`config.mk`:
```
export PLATFORM = sky130hd
export DESIGN_NAME = uart_rx
export DESIGN_NICKNAME = d
export VERILOG_FILES = /design/src/rtl/uart_pkg.sv /design/src/rtl/uart_sync2.sv /design/src/rtl/uart_rx.sv
export SDC_FILE = /design/constraint.sdc
export NUM_CORES = 1
export LEC_CHECK = 0
export BUFFER_PORTS_ARGS = -buffer_cell sky130_fd_sc_hd__buf_2
export CAP_MARGIN = 10
export CORE_AREA = 4 4 70 98
export CTS_BUF_LIST = sky130_fd_sc_hd__clkbuf_8
export DETAILED_ROUTE_END_ITERATION = 10
export DIE_AREA = 0 0 74 102
export GPL_ROUTABILITY_DRIVEN = 0
export HOLD_SLACK_MARGIN = 0.05
export SYNTH_ARGS = -nofsm -noshare
export SYNTH_HDL_FRONTEND = slang
export SYNTH_HIERARCHICAL = 1
export SYNTH_SLANG_ARGS = --single-unit
```
`constraint.sdc`:
```
create_clock -name clock -period 2.85 [get_ports clock]
set_input_delay 0.1425 -clock clock [delete_from_list [all_inputs] [get_ports clock]]
set_output_delay 0.1425 -clock clock [all_outputs]
set_load 0.03 [all_outputs]
```
`src/rtl/uart_pkg.sv`:
```
// uart_pkg: definitions shared by the UART receiver and transmitter.
// Holds the receiver state encoding, the bit-period counter width and the
// default bit period (clock cycles per serial bit).
package uart_pkg;

  localparam int CNT_W                = 12;
  localparam int DEFAULT_CLKS_PER_BIT = 87;

  // S_PARITY is only reachable when UART_RX_PARITY_EN is defined.
  typedef enum logic [2:0] {
    S_IDLE   = 3'd0,
    S_START  = 3'd1,
    S_DATA   = 3'd2,
    S_PARITY = 3'd3,
    S_STOP   = 3'd4,
    S_BREAK  = 3'd5
  } uart_state_t;

endpackage

```
`src/rtl/uart_sync2.sv`:
```
// uart_sync2: generic two-flop synchroniser for an asynchronous input pin.
// RST_VAL selects the value both flops take on reset, so an idle-high line
// does not look like an edge when reset is released.
module uart_sync2 #(
  parameter logic RST_VAL = 1'b1
) (
  input  logic clock,
  input  logic reset_n,
  input  logic i_d,
  output logic o_q
);

  logic r_meta;
  logic r_sync;

  // Two-stage capture of the asynchronous pin.
  always_ff @(posedge clock) begin
    if (!reset_n) begin
      r_meta <= RST_VAL;
      r_sync <= RST_VAL;
    end else begin
      r_meta <= i_d;
      r_sync <= r_meta;
    end
  end

  assign o_q = r_sync;

endmodule

```
`src/rtl/uart_rx.sv`:
```
// uart_rx: 8N1 serial receiver with a valid/ready byte output.
// Optional feature macro: UART_RX_PARITY_EN (frame becomes 8E1 and
// parity_err reports mismatches; undefined means no parity bit and
// parity_err tied low).
//
// Handshake: rx_valid rises when a byte is loaded into rx_data and stays
// high, with rx_data stable, until an edge where rx_valid & rx_ready; a
// byte completing on that same edge keeps rx_valid high with the new data.
module uart_rx
  import uart_pkg::*;
#(
  parameter int CLKS_PER_BIT = DEFAULT_CLKS_PER_BIT
) (
  input  logic       clock,
  input  logic       reset_n,
  input  logic       rx,
  output logic [7:0] rx_data,
  output logic       rx_valid,
  input  logic       rx_ready,
  output logic       frame_err,
  output logic       overrun_err,
  output logic       parity_err
);

  localparam logic [CNT_W-1:0] C_LAST = CNT_W'(CLKS_PER_BIT - 1);
  localparam logic [CNT_W-1:0] C_HALF = CNT_W'((CLKS_PER_BIT - 1) / 2);
  localparam logic [CNT_W-1:0] C_ONE  = CNT_W'(1);

  logic              w_rx_s;
  uart_state_t       r_state;
  uart_state_t       w_state_nxt;
  logic [CNT_W-1:0]  r_clk_cnt;
  logic [2:0]        r_bit_idx;
  logic [7:0]        r_shreg;
  logic [7:0]        r_rx_data;
  logic              r_rx_valid;
  logic              r_frame_err;
  logic              r_overrun_err;

  logic              w_cnt_clr;
  logic              w_cnt_inc;
  logic              w_idx_clr;
  logic              w_sample_data;
  logic              w_load;
  logic              w_frame;
  logic              w_cnt_last;
  logic              w_cnt_half;

`ifdef UART_RX_PARITY_EN
  logic              w_sample_par;
  logic              w_stop_dec;
  logic              r_par_bit;
  logic              r_parity_err;
`endif

  uart_sync2 #(.RST_VAL(1'b1)) u_sync (
    .clock   (clock),
    .reset_n (reset_n),
    .i_d     (rx),
    .o_q     (w_rx_s)
  );

  assign w_cnt_last = (r_clk_cnt == C_LAST);
  assign w_cnt_half = (r_clk_cnt == C_HALF);

  // State register.
  always_ff @(posedge clock) begin
    if (!reset_n) r_state <= S_IDLE;
    else          r_state <= w_state_nxt;
  end

  // Next-state decode and per-cycle datapath controls.
  always_comb begin
    w_state_nxt   = r_state;
    w_cnt_clr     = 1'b0;
    w_cnt_inc     = 1'b0;
    w_idx_clr     = 1'b0;
    w_sample_data = 1'b0;
    w_load        = 1'b0;
    w_frame       = 1'b0;
`ifdef UART_RX_PARITY_EN
    w_sample_par  = 1'b0;
    w_stop_dec    = 1'b0;
`endif
    case (r_state)
      S_IDLE: begin
        w_cnt_clr = 1'b1;
        w_idx_clr = 1'b1;
        if (!w_rx_s) w_state_nxt = S_START;
      end
      S_START: begin
        // Re-check the line at the middle of the start bit to reject glitches.
        if (w_cnt_half) begin
          w_cnt_clr   = 1'b1;
          w_state_nxt = w_rx_s ? S_IDLE : S_DATA;
        end else begin
          w_cnt_inc = 1'b1;
        end
      end
      S_DATA: begin
        if (w_cnt_last) begin
          w_cnt_clr     = 1'b1;
          w_sample_data = 1'b1;
          if (r_bit_idx == 3'd7) begin
`ifdef UART_RX_PARITY_EN
            w_state_nxt = S_PARITY;
`else
            w_state_nxt = S_STOP;
`endif
          end
        end else begin
          w_cnt_inc = 1'b1;
        end
      end
`ifdef UART_RX_PARITY_EN
      S_PARITY: begin
        if (w_cnt_last) begin
          w_cnt_clr    = 1'b1;
          w_sample_par = 1'b1;
          w_state_nxt  = S_STOP;
        end else begin
          w_cnt_inc = 1'b1;
        end
      end
`endif
      S_STOP: begin
        if (w_cnt_last) begin
          w_cnt_clr = 1'b1;
`ifdef UART_RX_PARITY_EN
          w_stop_dec = 1'b1;
`endif
          if (w_rx_s) begin
            w_load      = 1'b1;
            w_state_nxt = S_IDLE;
          end else begin
            w_frame     = 1'b1;
            w_state_nxt = S_BREAK;
          end
        end else begin
          w_cnt_inc = 1'b1;
        end
      end
      S_BREAK: begin
        // A held-low line reports one frame error, then waits for idle.
        w_cnt_clr = 1'b1;
        if (w_rx_s) w_state_nxt = S_IDLE;
      end
      default: begin
        w_cnt_clr   = 1'b1;
        w_state_nxt = S_IDLE;
      end
    endcase
  end

  // Counters, shift register, output byte, handshake and error pulses.
  always_ff @(posedge clock) begin
    if (!reset_n) begin
      r_clk_cnt     <= '0;
      r_bit_idx     <= '0;
      r_shreg       <= '0;
      r_rx_data     <= '0;
      r_rx_valid    <= 1'b0;
      r_frame_err   <= 1'b0;
      r_overrun_err <= 1'b0;
    end else begin
      if (w_cnt_clr)      r_clk_cnt <= '0;
      else if (w_cnt_inc) r_clk_cnt <= r_clk_cnt + C_ONE;

      if (w_idx_clr)          r_bit_idx <= '0;
      else if (w_sample_data) r_bit_idx <= r_bit_idx + 3'd1;

      if (w_sample_data) r_shreg[r_bit_idx] <= w_rx_s;

      if (w_load) r_rx_data <= r_shreg;

      // A load wins over an acceptance on the same edge.
      if (w_load)                        r_rx_valid <= 1'b1;
      else if (r_rx_valid && rx_ready)   r_rx_valid <= 1'b0;

      r_frame_err   <= w_frame;
      r_overrun_err <= w_load & r_rx_valid & ~rx_ready;
    end
  end

`ifdef UART_RX_PARITY_EN
  // Even parity: parity bit XOR data bits must be zero at the stop decision.
  always_ff @(posedge clock) begin
    if (!reset_n) begin
      r_par_bit    <= 1'b0;
      r_parity_err <= 1'b0;
    end else begin
      if (w_sample_par) r_par_bit <= w_rx_s;
      r_parity_err <= w_stop_dec & (r_par_bit ^ (^r_shreg));
    end
  end

  assign parity_err = r_parity_err;
`else
  assign parity_err = 1'b0;
`endif

  assign rx_data     = r_rx_data;
  assign rx_valid    = r_rx_valid;
  assign frame_err   = r_frame_err;
  assign overrun_err = r_overrun_err;

endmodule
```
Yosys cells after proc, flatten, opt, wreduce, memory -nomap -nowiden
Cells that the tools add are included.
- output and inout port bits: 12
- word-level logic and storage cells: 66
- register bits after elaboration: 39
- muxes and demuxes: 26
- magnitude comparators: 2
- bitwise operators: 4
- reductions and logical operators: 9
- $add $sub $neg: 2
- eq/ne operators: 13
- operator list (kind ; number):
    3-bit 2-to-1 mux ; 7
    3-bit case mux with 5 select lines ; 1
    1-bit 2-to-1 mux ; 13
    12-bit by 1-bit adder with 12-bit output, second input constant ; 1
    12-bit by 6-bit == test with 1-bit output, second input constant ; 1
    12-bit by 7-bit == test with 1-bit output, second input constant ; 1
    2-bit inequality test, second input constant ; 5
    3-bit == test, second input constant ; 3
    8-bit bitwise mux ; 1
    6-bit AND reduction ; 1
    2-bit OR reduction ; 3
    3-bit by 4-bit less-than comparator with 1-bit output, second input constant ; 1
    1-bit case mux with 2 select lines ; 2
    3-bit by 1-bit adder with 3-bit output, second input constant ; 1
    1-bit demux with 3-bit select ; 1
    3-bit by 1-bit == test with 1-bit output, second input constant ; 1
    3-bit by 2-bit == test with 1-bit output, second input constant ; 1
    3-bit by 1-bit >= comparator with 1-bit output, second input constant ; 1
    3-bit logical NOT ; 1
    3-bit AND reduction ; 1
    1-bit AND ; 2
    1-bit logical AND ; 2
    2-bit 2-to-1 mux ; 1
    2-bit by 1-bit inequality test with 1-bit output, second input constant ; 1
    2 further kinds ; 3

Depth between registers and ports, before layout
Gate-level depths: netlist (run 1).
- depth in word-level cells: 5
- mapped depth: 8
- depth with buffers taken out: 7

Cells and area by module
The synthesis (run 1) kept the hierarchy.
- modules (own cells, without submodules) (module ; cells each ; times used ; seq. area each (µm²) ; area each (µm²)):
    uart_rx ; 204 ; 1 ; 740.7 ; 1815.5
    uart_sync2 ; 4 ; 1 ; 40.0 ; 52.6

Least setup slack after synthesis (run 1)
OpenSTA, ideal clock, no wires.
- path kind: reg-to-reg
- from: register r_clk_cnt[7]
- to: register r_shreg[2]
- path buffers: 0
- data required time: 2778 ps
- cell stages (with the launch flop): 6
- setup slack: 865 ps
- arrival: 1913 ps
- path through: dfxtp_1 or4_4 nor4_4 nand3_2 nor4b_2 mux2i_1
- word-level cells in the longest chain between the ends: 3
- RTL lines (what ; RTL line ; source):
    start: declaration ; uart_rx.sv:32 ; logic [CNT_W-1:0] r_clk_cnt;
    start signal: assignment ; uart_rx.sv:167 ; else if (w_cnt_inc) r_clk_cnt <= r_clk_cnt + C_ONE;
    12-bit by 7-bit == test with 1-bit output ; uart_rx.sv:63 ; assign w_cnt_last = (r_clk_cnt == C_LAST);
    1-bit 2-to-1 mux ; uart_rx.sv:101 ; if (w_cnt_last) begin
    1-bit 2-to-1 mux ; uart_rx.sv:85 ; case (r_state)
    end signal: indexed assignment ; uart_rx.sv:172 ; if (w_sample_data) r_shreg[r_bit_idx] <= w_rx_s;
    end: declaration ; uart_rx.sv:34 ; logic [7:0] r_shreg;
No other way between the ends.
A chain may end at the register's enable or synchronous reset.

Final worst setup path (run 1)
- from: register r_clk_cnt[7]
- to: register r_rx_data[6] (netlist: rx_data[6])
- word-level cells in the longest chain between the ends: 3
- RTL lines (what ; RTL line ; source):
    12-bit by 7-bit == test with 1-bit output ; uart_rx.sv:63 ;
    1-bit 2-to-1 mux ; uart_rx.sv:127 ; if (w_cnt_last) begin
    1-bit 2-to-1 mux ; uart_rx.sv:85 ;
    end signal: assignment ; uart_rx.sv:174 ; if (w_load) r_rx_data <= r_shreg;
    end: declaration ; uart_rx.sv:35 ; logic [7:0] r_rx_data;
No other way between the ends.

==> flow_summary.json, run 1 <==
{
  "cts_root_buf": "clkbuf_8",
  "grt_max_degree": 30,
  "dr.pass1.iters": 4,
  "path_class": "flip-flop to flip-flop",
  "r2r_setup_slack_ps": 500,
  "wl_per_cell_um": 12.34,
  "min_from": "rx_ready",
  "postPlaceCellArea_um2": 1957,
  "clk_latency_ps": 290,
  "ys_warn_count": 6,
  "yosysUniqueCellTypes": 42,
  "whs_endpoint": "rx_valid",
  "core_um2": 6083,
  "crit_family": "simple AND/OR/NAND/NOR gates",
  "maxCapViolCount": 0,
  "rows": 34,
  "syn-num-nets": 216,
  "crit_fanout": 10,
  "min_path_type": "input pin to flip-flop",
  "antenna_found_initial": 0,
  "dieArea_um2": 7548,
  "finalWirelength_um": 3555,
  "track_usage_pct": 10.52,
  "final_cells": 288,
  "clock.fmax_mhz": 425.3,
  "cts_setup_buffers": 0,
  "whs_path_depth": 3,
  "skew_ps": 11.61,
  "dieWidth_um": 74,
  "worstMarginPinSlew_ps": 575.9,
  "synth_edf_count": 0,
  "viasPerCell": 5.111,
  "placed_cells": 279,
  "dp_hpwl_um": 2517,
  "ff2ff_path_depth": 5,
  "drcViolationCount": 0,
  "initial_utilization_pct": 30.71,
  "outcome": "finished, final reports clean",
  "layout-drive-gt1-share_pct": 14.35,
  "cp_num_buf_inv": 0,
  "peakVddDrop_v": 0.0002354,
  "antenna_left": 0,
  "slew_violations": 0,
  "end_kind": "flip-flop",
  "yosysTopAreaCell": "dfxtp_1",
  "wl_met1_um": 1530,
  "finalCriticalPeriod_ps": 2351,
  "final-hold-violation-count": 0,
  "area_delta_synth_final_pct": 11.79,
  "rsz0062_at_grt": "no",
  "cts_buffer_depth": 2,
  "highest_layer": "met4",
  "clkSinkCount": 39,
  "ys_top_cells_by_area": "dfxtp_1 (42%), mux2i_1 (9.1%), nand2_1 (4.8%)",
  "cts_resized": 0,
  "synth_top_area_share_pct": 41.80,
  "port-buffer-count": 14,
  "synth_area_um2": 1868,
  "crit_chain": "or4_4 -> nor4_4 -> and3b_1 -> mux2i_1 -> nor2b_1",
  "postCtsHoldBufs": 1,
  "syn_inst": 208,
  "crit_path_max_incr_delay_ps": 590,
  "tns_ps": 0,
  "cts_tree": "yes",
  "drt_iter0_drc": 88,
  "clkTransAtPathRegs_ps": 80,
  "worstSetupStartpointType": "flip-flop",
  "fin_crit_sh_pct": 82.51,
  "async_flop_share_pct": 0,
  "met3_wirelength_um": 118,
  "vias": 1472,
  "yosys-top-cells-count": "dfxtp_1 (39), nand2_1 (24), mux2i_1 (17)",
  "postSynthAreaPerCell_um2": 8.981,
  "final_area_um2": 2088,
  "rr_endpoint": "rx_data[6]",
  "num_antenna_cells": 0,
  "rr_startpoint": "r_clk_cnt[7]",
  "cts_max_level": 2,
  "met2_length_um": 1841,
  "yosysSeqAreaShare_pct": 41.80,
  "num_io_pins": 16,
  "grt_pass1_vias": 1419,
  "fin_nets": 223,
  "crit_path_top_delay_cell": "and3b_1",
  "ys.flop_type": "dfxtp_1",
  "synth_most_common_cell": "dfxtp_1",
  "ys_seq_elements": 39,
  "p_per_area_nw_per_um2": 583.2,
  "critPathRequiredTime_ps": 3030,
  "leakage_nw": 0.7302,
  "relSlewSlack_pct": 61.61,
  "cp.arrival_ps": 2530,
  "setup_viol": 0,
  "numCtsBuffers": 5,
  "gr-total-overflow": 0,
  "grt_pass1_wl_um": 6320,
  "die_h_um": 102
}
[cell families after synthesis]
family	after synthesis	synth area share [%]
other	1	0.2007
AND/OR/NAND/NOR	95	30.28
adder cells (fa/ha/maj)	4	2.679
multiplexers	18	9.712
XOR/XNOR	2	0.9379
AO/OA/AOI/OAI	31	9.981
buffers and inverters	18	4.420
flip-flops	39	41.80
[report_power, final]
part | leakage (nW) | switching [mW] | internal, mW
Combinational | 0.354 | 0.104 | 0.0499
Clock | 0.0618 | 0.196 | 0.288
Sequential | 0.315 | 0.0213 | 0.559
[registers in the layout, summed over array words and instances, names as in the netlist, 3 cells and up]
name       cells
rx_data        8
r_bit_idx      3
r_clk_cnt     12
r_shreg        8
r_state        3
[placed cells by master (no fill, tap or decap), drive strengths merged, types with 2 or more instances in the layout]
master / Yosys / final
nor4b: 2 / 2
or4: 5 / 5
buf: 7 / 14
mux2i: 17 / 17
ha: 4 / 4
and3: 5 / 5
nand4b: 2 / 2
or3: 6 / 6
nand2: 24 / 24
dfxtp: 39 / 39
o21ai: 7 / 7
nor2b: 11 / 11
inv: 3 / 4
nand3b: 2 / 2
nor4: 4 / 4
o31ai: 5 / 5
nor2: 9 / 9
nor3: 3 / 3
a21oi: 13 / 13
nand3: 12 / 12
nand2b: 5 / 5
clkbuf: 8 / 6
[layout make-up]
class / count / area, um2
Fill cell: 640 / 3995
Multi-Input combinational cell: 151 / 1005
Sequential cell: 39 / 780.7
Tap cell: 72 / 90.09
Clock buffer: 6 / 82.58
Timing Repair Buffer: 15 / 80.08
Clock inverter: 2 / 38.79
Inverter: 3 / 11.26
[routing by layer]
metal	vias up	global-route usage, %
li1	748	-
met2	19	18.92
met5	-	0
met3	5	2.067
met1	700	11.57
met4	0	5.021
[through the flow]
stage	total power [mW]	worst slack [ps]	util, %	hold slack (ps)
2_1_floorplan	0.7230	864.9	-	215.5
3_5_place_dp	0.7486	497.5	32.17	333.4
3_3_place_gp	0.7469	601.3	32.17	333.5
4_1_cts	1.241	479.5	34.33	148.1
5_1_grt	1.278	339.6	34.33	171.6
6_report	1.218	498.6	34.33	154.4
[worst min-delay path, delay by kind of cell]
kind,cells,cell delay [ps]
buffers and inverters,1,70
AOI/OAI and AO/OA,1,150
and+or+nand+nor,1,40
[worst max path at each step]
stage / from / endpoint / slack [ps] / depth (start not counted)
after floorplan: r_clk_cnt[7] / r_shreg[2] / 860 / 5
after global placement: r_clk_cnt[7] / rx_data[0] / 600 / 5
after detailed placement: r_clk_cnt[7] / rx_data[4] / 500 / 5
after CTS: r_clk_cnt[7] / rx_data[6] / 480 / 5
after global routing: r_clk_cnt[7] / rx_data[4] / 340 / 5
final: r_clk_cnt[7] / rx_data[6] / 500 / 5
Power figures use the tool's default switching activity.
==> inputs of run 2 (changes only) <==
--- a/config.mk
+++ b/config.mk
@@ -5,12 +5,13 @@
 export SDC_FILE = /design/constraint.sdc
 export NUM_CORES = 1
 export LEC_CHECK = 0
+export ABC_AREA = 1
 export BUFFER_PORTS_ARGS = -buffer_cell sky130_fd_sc_hd__buf_2
 export CAP_MARGIN = 10
-export CORE_AREA = 4 4 70 98
+export CORE_AREA = 4 4 72 100
 export CTS_BUF_LIST = sky130_fd_sc_hd__clkbuf_8
 export DETAILED_ROUTE_END_ITERATION = 10
-export DIE_AREA = 0 0 74 102
+export DIE_AREA = 0 0 76 104
 export GPL_ROUTABILITY_DRIVEN = 0
 export HOLD_SLACK_MARGIN = 0.05
 export SYNTH_ARGS = -nofsm -noshare
==> constraint.sdc (replaced) <==
create_clock -name clock -period 2.05 [get_ports clock]
set_input_delay 0.1025 -clock clock [delete_from_list [all_inputs] [get_ports clock]]
set_output_delay 0.1025 -clock clock [all_outputs]
set_load 0.03 [all_outputs]
==> run 2 against run 1 <==
Worst hold slack better by 76 ps. Sequential share of layout area decreased by 2.5 points. Cell area is 7.2% higher. Die area up 4.7%. Maximum frequency rose by 32%. Setup slack got worse by 230 ps. Clock skew is 3.4 ps lower. Via count up 19%. Power rose by 67%.
==> flow_summary.json, run 2 <==
{
  "synth_edf_count": 0,
  "crit_chain": "inv_1 -> ha_1 -> nand3_1 -> nor2_2 -> nand2_4 -> nor3_4 -> inv_2 -> nor2_1 -> nor2_1",
  "critPathRequiredTime_ps": 2240,
  "initial_utilization_pct": 31.21,
  "synth_most_common_cell": "nand2_1",
  "maxCapViolCount": 0,
  "viasPerCell": 4.690,
  "min_path_type": "input pin to flip-flop",
  "setup_viol": 0,
  "ys_seq_elements": 39,
  "yosysSeqAreaShare_pct": 40.00,
  "synth_fa_ha_area_share_pct": 2.564,
  "peakVddDrop_v": 0.0003331,
  "layout-drive-gt1-share_pct": 13.91,
  "fin_nets": 309,
  "leakage_nw": 0.9718,
  "crit_fanout": 10,
  "p_per_area_nw_per_um2": 908.1,
  "finalCriticalPeriod_ps": 1780,
  "synthMuxAreaShare_pct": 0,
  "synth_area_um2": 1952,
  "clkSinkCount": 39,
  "regMostFlops": "r_clk_cnt",
  "worstSetupStartpointType": "flip-flop",
  "drcViolationCount": 0,
  "grt_max_degree": 20,
  "clk_latency_ps": 290,
  "clkTransAtPathRegs_ps": 80,
  "syn_inst": 283,
  "cts_root_buf": "clkbuf_8",
  "yosys-top-cells-count": "nand2_1 (60), nor2_1 (51), dfxtp_1 (39)",
  "final-hold-violation-count": 0,
  "grt_pass1_wl_um": 7279,
  "num_antenna_cells": 0,
  "antenna_left": 0,
  "slew_violations": 0,
  "dp_hpwl_um": 3072,
  "track_usage_pct": 11.02,
  "tns_ps": 0,
  "crit_path_max_incr_delay_ps": 330,
  "skew_ps": 8.227,
  "gr-total-overflow": 0,
  "async_flop_share_pct": 0,
  "synth_xor_area_share_pct": 0.8974,
  "cts_max_level": 2,
  "drt_iter0_drc": 47,
  "total_power_mw": 2.033,
  "vias": 1754,
  "wl_per_cell_um": 11.21,
  "numCtsBuffers": 5,
  "largest_reg_flops": 12,
  "core_um2": 6254,
  "ys_warn_count": 6,
  "relSlewSlack_pct": 65.99,
  "crit_top_cell": "nor2_1",
  "syn-num-nets": 291,
  "layout_common_cells": "nand2_1 (60), nor2_1 (51), dfxtp_1 (39), inv_1 (29), nand3_1 (19)",
  "yosysUniqueCellTypes": 28,
  "dieWidth_um": 76,
  "grt_pass1_vias": 1652,
  "cp.arrival_ps": 1970,
  "area_delta_synth_final_pct": 14.68,
  "cts_buffer_depth": 2,
  "final_area_um2": 2238,
  "layout_commonest_cell": "nand2_1",
  "ys_top_cells_by_area": "dfxtp_1 (40%), nand2_1 (12%), nor2_1 (9.8%)",
  "postPlaceCellArea_um2": 2086,
  "dieArea_um2": 7904,
  "cp_num_buf_inv": 2,
  "path_class": "flip-flop to flip-flop",
  "ys.flop_type": "dfxtp_1",
  "postSynthAreaPerCell_um2": 6.897,
  "synth_top_family_by_area": "simple AND/OR/NAND/NOR gates",
  "outcome": "finished, final reports clean",
  "crit_path_top_delay_cell": "dfxtp_1",
  "rows": 34,
  "worstMarginPinSlew_ps": 509.6,
  "yosysTopAreaCell": "dfxtp_1",
  "synth_top_area_share_pct": 40.00,
  "port-buffer-count": 14,
  "rsz0062_at_grt": "no",
  "synth-compound-area-share_pct": 9.615,
  "die_h_um": 104,
  "crit_family": "simple AND/OR/NAND/NOR gates",
  "clock.fmax_mhz": 561.9,
  "utilization_pct": 35.79,
  "antenna_found_initial": 0,
  "cts_tree": "yes",
  "fin_crit_sh_pct": 86.82,
  "hold_ws_ps": 230.9,
  "yosys.area_share.simple_pct": 38.08,
  "finalWirelength_um": 4193,
  "end_kind": "flip-flop",
  "num_io_pins": 16,
  "dr.pass1.iters": 4
}
[run 2: what timing repair did]
| item | CTS | global route |
|---|---|---|
| endpoints found under the hold margin | 3 | 0 |
| hold buffers | 2 | 0 |
| resized for setup | 0 | 0 |
| endpoints found under the setup margin | 0 | 0 |
| setup buffers | 0 | 0 |
[run 2: worst register-to-register path, stage by stage, from the launching register on]
cell	delay (ps)
dfxtp_1	330
inv_1	120
ha_1	180
nand3_1	90
nor2_2	190
nand2_4	100
nor3_4	330
inv_2	150
nor2_1	130
nor2_1	50
[run 2: cells by family (layout without fill, tap and decap cells)]
group | Yosys count | count (layout)
compound gates | 36 | 36
xor+xnor | 2 | 2
other cells | 1 | 1
flops | 39 | 39
fa+ha+maj | 4 | 4
simple gates | 160 | 160
buf+inv | 41 | 60
[run 2: area by class of cell]
class / count / area, um2
inverter: 34 / 127.6
clock inverter: 3 / 63.81
tap: 72 / 90.09
clock buffer: 5 / 68.82
fill: 661 / 4015
sequential: 39 / 780.7
timing repair buffer: 18 / 105.1
multi-input combinational: 203 / 1002
[run 2: path summary, 6_finish.rpt]
check                 from  cells after the start         end  slack [ps]
max           r_clk_cnt[0]                      9  rx_data[6]         270
min                reset_n                      3  u_sync/o_q         230
max reg2reg   r_clk_cnt[0]                      9  rx_data[6]         270
min reg2reg  u_sync/r_meta                      2  u_sync/o_q         410
[run 2: power breakdown]
part,switching (mW),internal [mW]
registers,0.0406,0.792
clock network,0.267,0.482
logic,0.312,0.139
[run 2: metal layers]
layer | share of wire, % | track usage [%]
met1 | 43 | 12.15
met2 | 52 | 19.55
met3 | 2.9 | 2.773
met4 | 2.2 | 4.835
met5 | 0 | 0
[run 2: per-stage QoR]
| stage | cells | setup slack (ps) |
|---|---|---|
| 2_1_floorplan | 283 | 532.4 |
| 3_3_place_gp | 364 | 355.1 |
| 3_5_place_dp | 364 | 258.3 |
| 4_1_cts | 374 | 240.0 |
| 5_1_grt | 374 | 54.85 |
| 6_report | 374 | 270.2 |
